--- config.mk ---
export PLATFORM = sky130hd
export DESIGN_NAME = up_down_mod_cnt
export DESIGN_NICKNAME = d
export VERILOG_FILES = /design/src/rtl/up_down_mod_cnt.sv
export SDC_FILE = /design/constraint.sdc
export NUM_CORES = 1
export LEC_CHECK = 0
export CAP_MARGIN = 20
export CORE_MARGIN = 3
export CORE_UTILIZATION = 52
export DETAILED_ROUTE_END_ITERATION = 16
export GPL_TIMING_DRIVEN = 0
export PLACE_DENSITY = 0.92
export SKIP_CTS_REPAIR_TIMING = 1
export SYNTH_ARGS = -nofsm -noshare
export SYNTH_HDL_FRONTEND = slang
export SYNTH_SLANG_ARGS = --single-unit
--- constraint.sdc ---
create_clock -name cnt_clk -period 4 [get_ports cnt_clk]
set_clock_uncertainty 0.2 [all_clocks]
set_input_delay 0.8 -clock cnt_clk [delete_from_list [all_inputs] [get_ports cnt_clk]]
set_output_delay 0.8 -clock cnt_clk [all_outputs]
set_load 0.02 [all_outputs]
--- src/rtl/up_down_mod_cnt.sv ---
// Modulo up/down counter with load, wrap/saturate limits, out-of-range load flag
// and one-cycle compare/terminal event pulses for timekeeping ticks.
module up_down_mod_cnt #(
  parameter int                       WIDTH    = 17,
  parameter int                       MAX_VAL  = 86399,
  parameter bit                       WRAP     = 1'b1,
  parameter int                       NUM_CMP  = 3,
  parameter logic [NUM_CMP*WIDTH-1:0] CMP_VALS = {17'd86399, 17'd3600, 17'd256}
) (
  input  logic               cnt_clk,
  input  logic               cnt_rst_n,
  input  logic               en,
  input  logic               up_pulse,
  input  logic               down_pulse,
  input  logic               load_pulse,
  input  logic [WIDTH-1:0]   load_value,
  output logic [WIDTH-1:0]   count_out,
  output logic               wrap_pulse,
  output logic               at_limit,
  output logic               load_err,
  output logic [NUM_CMP-1:0] cmp_pulse,
  output logic               out_pulse
);

  localparam logic [WIDTH-1:0] MAX_W = WIDTH'(MAX_VAL);

  if (longint'(MAX_VAL) >= (longint'(1) << WIDTH) || MAX_VAL < 0) begin : g_bad_max
    $error("up_down_mod_cnt: MAX_VAL does not fit in WIDTH bits");
  end
  if (NUM_CMP < 1 || NUM_CMP > 8) begin : g_bad_num_cmp
    $error("up_down_mod_cnt: NUM_CMP must be 1..8");
  end
  for (genvar g = 0; g < NUM_CMP; g++) begin : g_cmp_chk
    if (CMP_VALS[g*WIDTH +: WIDTH] > MAX_W) begin : g_bad_cmp
      $error("up_down_mod_cnt: CMP_VALS slice exceeds MAX_VAL");
    end
  end

  logic [WIDTH-1:0]   r_cnt;
  logic               r_wrap;
  logic               r_lerr;
  logic [NUM_CMP-1:0] r_cmp;
  logic               r_out;

  logic [WIDTH-1:0]   w_next_cnt;
  logic               w_update;
  logic               w_wrap;
  logic               w_lerr;
  logic [NUM_CMP-1:0] w_cmp;

  // Load beats stepping; up and down together cancel out with no event.
  always_comb begin
    w_next_cnt = r_cnt;
    w_update   = 1'b0;
    w_wrap     = 1'b0;
    w_lerr     = 1'b0;
    if (load_pulse) begin
      w_update = 1'b1;
      if (load_value > MAX_W) begin
        w_next_cnt = MAX_W;
        w_lerr     = 1'b1;
      end else begin
        w_next_cnt = load_value;
      end
    end else if (en && up_pulse && !down_pulse) begin
      if (r_cnt < MAX_W) begin
        w_next_cnt = r_cnt + WIDTH'(1);
        w_update   = 1'b1;
      end else if (WRAP) begin
        w_next_cnt = '0;
        w_wrap     = 1'b1;
        w_update   = 1'b1;
      end
    end else if (en && down_pulse && !up_pulse) begin
      if (r_cnt != '0) begin
        w_next_cnt = r_cnt - WIDTH'(1);
        w_update   = 1'b1;
      end else if (WRAP) begin
        w_next_cnt = MAX_W;
        w_wrap     = 1'b1;
        w_update   = 1'b1;
      end
    end
  end

  // Compare pulses fire only on an update landing on the value, never on hold.
  always_comb begin
    w_cmp = '0;
    for (int i = 0; i < NUM_CMP; i++) begin
      w_cmp[i] = w_update && (w_next_cnt == CMP_VALS[i*WIDTH +: WIDTH]);
    end
  end

  always_ff @(posedge cnt_clk or negedge cnt_rst_n) begin
    if (!cnt_rst_n) begin
      r_cnt  <= '0;
      r_wrap <= 1'b0;
      r_lerr <= 1'b0;
      r_cmp  <= '0;
      r_out  <= 1'b0;
    end else begin
      r_cnt  <= w_next_cnt;
      r_wrap <= w_wrap;
      r_lerr <= w_lerr;
      r_cmp  <= w_cmp;
      r_out  <= |w_cmp;
    end
  end

  assign count_out  = r_cnt;
  assign wrap_pulse = r_wrap;
  assign load_err   = r_lerr;
  assign cmp_pulse  = r_cmp;
  assign out_pulse  = r_out;
  assign at_limit   = (r_cnt == '0) || (r_cnt == MAX_W);

endmodule

==> out/results.ini <==
[flow_run]
max_cap_viol_count=0

[pwr]
p_leak_nw=1.01
power_frac_seq=0.354
clkPwrFrac=0.201
power_switching_mw=0.316
p_per_area_nw_per_um2=279
sw_frac_of_total=0.405
p_comb_frac=0.445
ir_worst_vdd_mv=0.212
intPower_mw=0.464
fin_total_pwr_mw=0.780

[critical_path]
cp.required_ns=3.00
max_stage_delay_ns=0.60
start_kind=flop
crit_path_cell_trace=buf_6 -> or3_4 -> or3_1 -> buf_6 -> nor3_2 -> a31o_2 -> clkdlybuf4s50_1
crit_top_cell=buf_6
crit_path_end_kind=primary output
slowest_stage=clkdlybuf4s50_1
critPathKind=reg2out
cp_max_fo=10
crit_arrival_ns=2.83

[timing]
setup_viol_count_final=0
hold_viol=0
period_minus_slack_ns=3.83
clock.fmax_mhz=261
setup_ws_ns=0.168
tightest_slew_ns=0.696
hold_ws_ns=0.618
finalSetupTns_ns=0
max-slew-margin-rel=0.531
min_period_over_period=0.958
slew_viol_final=0

[run_status]
status=completed

[yosys]
ys.warnings.count=0
synth-seq-area-share=0.263
yosys.area.top_type_share=0.263
ys_seq_elements=23
synth.most_common_cell=dfrtp_1
synth-edff-count=0
synth_cell_type_count=64
synth_common_cells=dfrtp_1, nand2_1, o21ai_0
syn-num-nets=295
synth_area_leaders=dfrtp_1, xor2_1, o21ai_0
synth_area_leader_cell=dfrtp_1
syn_inst=269
synth_area_um2=2190
syn_avg_cell_area_um2=8.14
ys.flop_type=dfrtp_1
postSynth.asyncResetShare=1.00

[clock_tree]
cts_made_buffers=3
clockBufferDepth=2
clock_latency_ns=0.28
cts.clk_slew.worst_paths_ns=0.08
cts_tree=done
htreeDepth=1
clockRootBuffer=clkbuf_8
clock_sinks=23

[global_route]
grt_pass1_vias=2193
grt_usage=0.282
busiest_layer=met2
grt_max_degree=24
overflow=0
use_met1=0.398
gr-usage-met3=0.0355
antenna_found_initial=0
grt_use_met2=0.460
grt_pass1_wl_mm=11.3

[placed_design]
io_buffers=46
globalplace.congestion=1.07
dp.cells=363
place_area_um2=2710
dp_worst_setup_slack_ns=-0.00276
dpl.hpwl_mm=5.21

[route]
wire_per_inst_um=19.4
drc=0
dr.pass1.iters=5
num_vias=2501
ant_nets=0
wl_mm=7.12
drt-initial-drc-count=323
via_per_inst=6.80

[layout]
drive_gt1_frac=0.0969
final_core_util=0.726
layoutNonFillerInstCount=368
final_area_um2=2800
antennaDiodeCount=0
fill_cells=315
final_nets=347
syn2layout_area_growth_pct=27.6

[floorplanning]
row_count=22
die_width_um=70.9
initial_core_util=0.569
io_pins=47
die_area_um2=5030
die_height_um=70.9
coreArea_um2=3850

[worst_hold_path]
hp-class=reg2reg

==> power groups by stage <==
stage	Combinational, mW	Sequential, mW	Clock [mW]
2_1_floorplan	0.181	0.303	0
3_3_place_gp	0.329	0.279	0
3_5_place_dp	0.332	0.280	0
4_1_cts	0.334	0.275	0.156
5_1_grt	0.373	0.279	0.165
6_report	0.347	0.277	0.156
==> sequential cells by signal (all words and copies together) (netlist names) <==
| name | flops |
|---|---|
| count_out | 17 |
| out_pulse | 1 |
| wrap_pulse | 1 |
| load_err | 1 |
| cmp_pulse | 3 |
==> worst paths after layout <==
kind	startpoint	to	slack, ns	cells after the start
max	count_out[10]$_DFF_PN0_	at_limit	0.17	7
max reg2reg	count_out[1]$_DFF_PN0_	cmp_pulse[0]$_DFF_PN0_	0.37	11
max in group asynchronous	cnt_rst_n	cmp_pulse[0]$_DFF_PN0_	2.44	2
min	count_out[10]$_DFF_PN0_	count_out[10]$_DFF_PN0_	0.62	3
min in group asynchronous	cnt_rst_n	wrap_pulse$_DFF_PN0_	0.65	1
min reg2reg	count_out[10]$_DFF_PN0_	count_out[10]$_DFF_PN0_	0.62	3
==> cell type report <==
type                            instances  area [um2]  share of cell area
Buffer                                 22         104              0.0371
Sequential cell                        23         576               0.206
Multi-Input combinational cell        216        1510               0.538
Tap cell                               48        60.1              0.0215
Clock inverter                          1        5.00             0.00179
Inverter                                8        30.0              0.0107
Clock buffer                            3        41.3              0.0148
Timing Repair Buffer                   47         475               0.170
==> placed cells by master (no fill, tap or decap), drive strengths merged, types with 4 or more instances in the layout <==
cell type	netlist	final
dfrtp	23	23
nand3	17	17
xor2	11	11
inv	8	8
nand4b	4	4
and4	5	5
clkbuf	15	18
xnor2	8	8
nor4	12	12
nand4	6	6
o21ai	21	21
o311ai	4	4
a21oi	10	10
buf	7	8
nand2	21	21
a32oi	5	5
nor3	16	16
or3	5	5
nor2	14	14
clkdlybuf4s50	0	46
==> layer usage <==
| layer | share of wire | wire [um] | up-vias |
|---|---|---|---|
| met1 | 0.42 | 2970 | 1165 |
| li1 | - | - | 1144 |
| met3 | 0.092 | 655 | 23 |
| met4 | 0.018 | 127 | 0 |
| met2 | 0.47 | 3370 | 169 |
| met5 | 0 | 0 | - |
==> logic make-up (layout without fill, tap and decap cells) <==
logic type	Yosys count	count (layout)	share of synthesized area
buffers and inverters	30	81	0.0611
XOR/XNOR	19	19	0.0760
multiplexers	1	1	0.00457
AND/OR/NAND/NOR	120	120	0.327
flip-flops	23	23	0.263
adder cells (fa/ha/maj)	3	3	0.0171
AO/OA/AOI/OAI	73	73	0.252
==> worst max-delay path, delay by kind of cell (launching register included) <==
kind,cells,cell delay [ns]
AOI/OAI and AO/OA,1,0.18
and+or+nand+nor,3,1.08
DFF,1,0.39
buffers and inverters,3,0.90
(Power assumes the default switching activity.)
